File: src/rtl/jx2_add48_arbiter.sv
// Round-robin arbiter in front of one shared 48-bit carry-select adder (S1 operands, S2 sum).
// Optional macro JX2_ADD48_SXTUPPER_EN sign-extends the 48-bit sum into valc[63:48].
module jx2_add48_arbiter #(
  parameter int NREQ = 3,
  parameter int IDW  = 2,
  parameter int TAGW = 4
) (
  input  logic                 clock,
  input  logic                 reset,
  input  logic [NREQ-1:0]      req_valid,
  output logic [NREQ-1:0]      req_ready,
  input  logic [64*NREQ-1:0]   req_vala,
  input  logic [64*NREQ-1:0]   req_valb,
  input  logic [TAGW*NREQ-1:0] req_tag,
  output logic                 rsp_valid,
  input  logic                 rsp_ready,
  output logic [IDW-1:0]       rsp_id,
  output logic [TAGW-1:0]      rsp_tag,
  output logic [63:0]          rsp_valc
);

  // Handshake: a beat moves on a port when valid & ready are both high at the rising edge;
  // req_ready is derived from req_valid, never the other way round.

  logic [IDW-1:0]  ptr;
  logic [IDW-1:0]  nextPtr;
  logic [IDW-1:0]  cand;
  logic            candFound;
  logic [IDW:0]    searchIdx;
  logic            s1V;
  logic [47:0]     s1A;
  logic [47:0]     s1B;
  logic [TAGW-1:0] s1Tag;
  logic [IDW-1:0]  s1Id;
  logic            s1Adv;
  logic            s2Adv;
  logic            xfer;
  logic [47:0]     selA;
  logic [47:0]     selB;
  logic [TAGW-1:0] selTag;
  logic [16:0]     seg0;
  logic [16:0]     seg1c0;
  logic [16:0]     seg1c1;
  logic [16:0]     seg1;
  logic [15:0]     seg2c0;
  logic [15:0]     seg2c1;
  logic [15:0]     seg2;
  logic [47:0]     sum48;
  logic [15:0]     upper;

  assign s2Adv = !rsp_valid || rsp_ready;
  assign s1Adv = !s1V || s2Adv;

  // First valid requester at or above the pointer, wrapping modulo NREQ.
  always_comb begin
    cand      = '0;
    candFound = 1'b0;
    searchIdx = '0;
    for (int k = 0; k < NREQ; k++) begin
      searchIdx = {1'b0, ptr} + (IDW+1)'(k);
      if (searchIdx >= (IDW+1)'(NREQ))
        searchIdx = searchIdx - (IDW+1)'(NREQ);
      if (!candFound && req_valid[searchIdx[IDW-1:0]]) begin
        candFound = 1'b1;
        cand      = searchIdx[IDW-1:0];
      end
    end
  end

  always_comb begin
    req_ready = '0;
    if (reset && candFound && s1Adv)
      req_ready[cand] = 1'b1;
  end

  assign xfer    = reset && candFound && s1Adv;
  assign nextPtr = (cand == IDW'(NREQ-1)) ? '0 : cand + IDW'(1);

  always_comb begin
    selA   = req_vala[int'(cand)*64 +: 48];
    selB   = req_valb[int'(cand)*64 +: 48];
    selTag = req_tag[int'(cand)*TAGW +: TAGW];
  end

  // Carry-select: upper segments precompute both carry-in cases, low carries pick one.
  always_comb begin
    seg0   = {1'b0, s1A[15:0]} + {1'b0, s1B[15:0]};
    seg1c0 = {1'b0, s1A[31:16]} + {1'b0, s1B[31:16]};
    seg1c1 = seg1c0 + 17'd1;
    seg1   = seg0[16] ? seg1c1 : seg1c0;
    seg2c0 = s1A[47:32] + s1B[47:32];
    seg2c1 = seg2c0 + 16'd1;
    seg2   = seg1[16] ? seg2c1 : seg2c0;
    sum48  = {seg2, seg1[15:0], seg0[15:0]};
  end

`ifdef JX2_ADD48_SXTUPPER_EN
  assign upper = {16{sum48[47]}};
`else
  assign upper = 16'h0000;
`endif

  always_ff @(posedge clock or negedge reset) begin
    if (!reset) begin
      ptr       <= '0;
      s1V       <= 1'b0;
      s1A       <= '0;
      s1B       <= '0;
      s1Tag     <= '0;
      s1Id      <= '0;
      rsp_valid <= 1'b0;
      rsp_valc  <= '0;
      rsp_id    <= '0;
      rsp_tag   <= '0;
    end else begin
      if (xfer) begin
        ptr   <= nextPtr;
        s1V   <= 1'b1;
        s1A   <= selA;
        s1B   <= selB;
        s1Tag <= selTag;
        s1Id  <= cand;
      end else if (s1Adv) begin
        s1V <= 1'b0;
      end
      // S2 refill and drain may coincide; the outgoing beat is consumed at this same edge.
      if (s1V && s2Adv) begin
        rsp_valid <= 1'b1;
        rsp_valc  <= {upper, sum48};
        rsp_id    <= s1Id;
        rsp_tag   <= s1Tag;
      end else if (s2Adv) begin
        rsp_valid <= 1'b0;
      end
    end
  end

endmodule

File: config.mk
export PLATFORM = sky130hd
export DESIGN_NAME = jx2_add48_arbiter
export DESIGN_NICKNAME = d
export VERILOG_FILES = /design/src/rtl/jx2_add48_arbiter.sv
export SDC_FILE = /design/constraint.sdc
export NUM_CORES = 1
export LEC_CHECK = 0
export CAP_MARGIN = 20
export CELL_PAD_IN_SITES_DETAIL_PLACEMENT = 0
export CELL_PAD_IN_SITES_GLOBAL_PLACEMENT = 1
export CORE_MARGIN = 4
export CORE_UTILIZATION = 33
export DETAILED_ROUTE_END_ITERATION = 16
export HOLD_SLACK_MARGIN = 0.02
export PLACE_DENSITY = 0.91
export SLEW_MARGIN = 40
export SYNTH_ARGS = -nofsm -noshare
export SYNTH_HDL_FRONTEND = slang
export SYNTH_SLANG_ARGS = --single-unit
export TNS_END_PERCENT = 1
File: constraint.sdc
create_clock -name clock -period 7.6 [get_ports clock]
set_clock_uncertainty 0.05 [all_clocks]
set_input_delay 1.52 -clock clock [delete_from_list [all_inputs] [get_ports clock]]
set_output_delay 1.52 -clock clock [all_outputs]
set_load 0.005 [all_outputs]
==> flow_metrics.env <==
export IMPL_core_mm2=0.03254
export IMPL_drc=0
export IMPL_min_period_ns=5.585
export IMPL_grt_pass1_vias=9791
export IMPL_wire_per_inst_um=15.55
export IMPL_ant_nets=0
export IMPL_regArea_mm2=0.004004
export IMPL_cp_endpoint="req_ready[2]"
export IMPL_cts_sinks=160
export IMPL_regToRegEndpoint="rsp_valc[39]"
export IMPL_place_ws_ns=1.993
export IMPL_drive_gt1_frac=0.04380
export IMPL_clock_latency_ns=0.42
export IMPL_synth_edff_count=0
export IMPL_die_w_um=189.8
export IMPL_grt_max_degree=113
export IMPL_clk_pin_slew_ns=0.07
export IMPL_slowest_delay_ns=0.61
export IMPL_cts_hold_buf=0
export IMPL_ir_drop_uv=175.0
export IMPL_final_cell_mix="clkdlybuf4s50_1 (362), nand2_1 (192), dfrtp_1 (160)"
export IMPL_num_antenna_cells=0
export IMPL_yosysSeqAreaShare=0.3672
export IMPL_final_area_mm2=0.01549
export IMPL_dr_pass1_iters=4
export IMPL_cts_resized=0
export IMPL_endpoint_kind="primary output"
export IMPL_relSlewSlack=0.4878
export IMPL_cts_root_buffer_cell="clkbuf_16"
export IMPL_whs_ns=0.4222
export IMPL_final_hold_violation_count=0
export IMPL_syn_inst=1310
export IMPL_r2r_slack_ns=3.32
export IMPL_critPathLaunchType="input port"
export IMPL_initial_utilization=0.3351
export IMPL_grt_remaining_overflow=0
export IMPL_status="finished clean"
export IMPL_tns_ns=0
export IMPL_n_fill_cell=3213
export IMPL_cp_max_fo=78
export IMPL_via_count=10140
export IMPL_critical_path_class="input port to primary output"
export IMPL_ys_flop_type="dfrtp_1"
export IMPL_drv_slew=0
export IMPL_ys_types=70
export IMPL_r2r_start="s1A[16]"
export IMPL_post_route_util=0.4760
export IMPL_dpl_cell_area_mm2=0.01488
export IMPL_reg2regPathDepth=13
export IMPL_rsz0062_at_grt="false"
export IMPL_critPathRequiredTime_ns=6.03
export IMPL_hold_class="register to register"
export IMPL_setup_viol=0
export IMPL_cpMostUsedCell="clkdlybuf4s50_1"
export IMPL_power_leakage_nw=7.023
export IMPL_max_freq_mhz=179.1
export IMPL_pin_count=476
export IMPL_crit_path_top_delay_cell="buf_4"
export IMPL_drt_total_wl_um=32430
export IMPL_cts_setup_buffers=0
export IMPL_drv_cap=0
export IMPL_grt_first_pass_wirelength_um=50240
export IMPL_cts_tree="yes"
export IMPL_portBuffers=363
export IMPL_async_flop_share=1.000
export IMPL_worst_pin_slew_ns=0.7469
export IMPL_drtIter0Drc=513
export IMPL_clock_path_buffers=2
export IMPL_rows=66
export IMPL_cp_arrival_ns=4.01
export IMPL_vias_per_cell=4.861
export IMPL_crit_chain="clkdlybuf4s50_1, inv_1, a211oi_1, a2111oi_2, buf_4, and3_1, clkdlybuf4s50_1"
export IMPL_layout_setup_ws_ns=2.015
export IMPL_grtUsageTotal=0.1727
export IMPL_area_growth_pct=42.04
export IMPL_final_common_cell="clkdlybuf4s50_1"
export IMPL_gp_congestion=0.8342
export IMPL_dp_hpwl_um=25860
export IMPL_cts_max_level=4
export IMPL_startpoint="req_valid[0]"
export IMPL_fin_nets=2087
export IMPL_ys_ff_latch=160
export IMPL_holdPathStages=2
export IMPL_ys_warn_count=0
export IMPL_synth_area_mm2=0.01090
export IMPL_fin_crit_sh=0.7348
export IMPL_multi_input_area_mm2=0.006525
export IMPL_antenna_found_initial=0
export IMPL_syn_area_per_cell_um2=8.324
export IMPL_die_h_um=189.8
export IMPL_p_per_area_mw_per_mm2=411.4
export IMPL_die_area_mm2=0.03601
export IMPL_cts_buffers=17
==> critical path: cells and delay by family <==
| kind | cells | cell delay (ns) |
|---|---|---|
| and+or+nand+nor | 1 | 0.29 |
| AOI/OAI and AO/OA | 2 | 0.52 |
| buffers and inverters | 4 | 1.67 |
==> cell usage after synthesis, drive strengths merged (5+ instances only) <==
master  instances  area [µm²]
a211o           5       43.79
and3           13       81.33
nand2b          7       43.79
o21ai         151       755.7
mux2i         108        1085
a31oi           7       43.79
nand3          30       150.1
clkbuf         55       226.5
a21oi         130       650.6
nor4            5       61.31
xor2           21       183.9
or3             7       43.79
dfrtp         160        4004
a211oi         13       102.6
nand2         194       728.2
xnor2          30       262.8
nor2b           5       31.28
inv            22       82.58
o21a           11       83.83
ha             51       638.1
nor3           19       100.1
buf            31       176.4
a21o           21       162.7
nor2          143       536.8
or4             5       38.79
==> cell families after synthesis <==
kind of cell,after synthesis,synth area share
mux,109,0.1005
flops,160,0.3672
other cells,1,0.0003439
simple gates,452,0.1838
buf+inv,108,0.04452
compound gates,373,0.1968
fa+ha+maj,56,0.06586
xor+xnor,51,0.04096
==> power by group <==
| part | switching [mW] | total, mW | internal, mW | leakage [nW] |
|---|---|---|---|---|
| registers | 0.255 | 1.53 | 1.27 | 1.98 |
| logic | 2.21 | 3.97 | 1.76 | 4.75 |
| clock network | 0.389 | 0.873 | 0.484 | 0.295 |
| total | 2.86 | 6.37 | 3.51 | 7.02 |
==> layer usage <==
layer / vias to the layer above / routed length (µm) / GRT usage
met1: 4666 / 14610 / 0.2280
met3: 15 / 1765 / 0.03505
met4: 0 / 298 / 0.03589
met5: - / 0 / 0
met2: 245 / 15760 / 0.2958
li1: 5214 / - / -
==> sequential cells by signal, summed over array words and instances, names as in the netlist, 2 cells and up <==
name,count
ptr,2
s1Tag,4
rsp_id,2
s1B,48
s1Id,2
rsp_valc,48
rsp_tag,4
s1A,48
==> how the worst min path moves through the flow <==
stage	from	end	slack, ns
floorplan	s1Id[0]	rsp_id[0]	0.39
global placement	s1Id[0]	rsp_id[0]	0.40
detailed placement	s1Tag[1]	rsp_tag[1]	0.41
CTS	s1Id[0]	rsp_id[0]	0.43
global route	rsp_id[0]	rsp_id[0]	0.44
finish	s1Tag[0]	rsp_tag[0]	0.42
==> area by class of cell <==
type / count / share of cell area
Sequential cell: 160 / 0.2585
Tap cell: 442 / 0.03571
Clock inverter: 13 / 0.009209
Inverter: 22 / 0.005332
Timing Repair Buffer: 373 / 0.2407
Multi-Input combinational cell: 1057 / 0.4213
Clock buffer: 19 / 0.02924
==> metrics by stage <==
| step | instances | total power [mW] |
|---|---|---|
| finish | 2086 | 6.372 |
| global route | 2086 | 6.972 |
| CTS | 2086 | 6.420 |
| detailed placement | 2054 | 5.510 |
| global placement | 2054 | 5.388 |
| floorplan | 1325 | 4.285 |
Power figures use the tool's default switching activity.
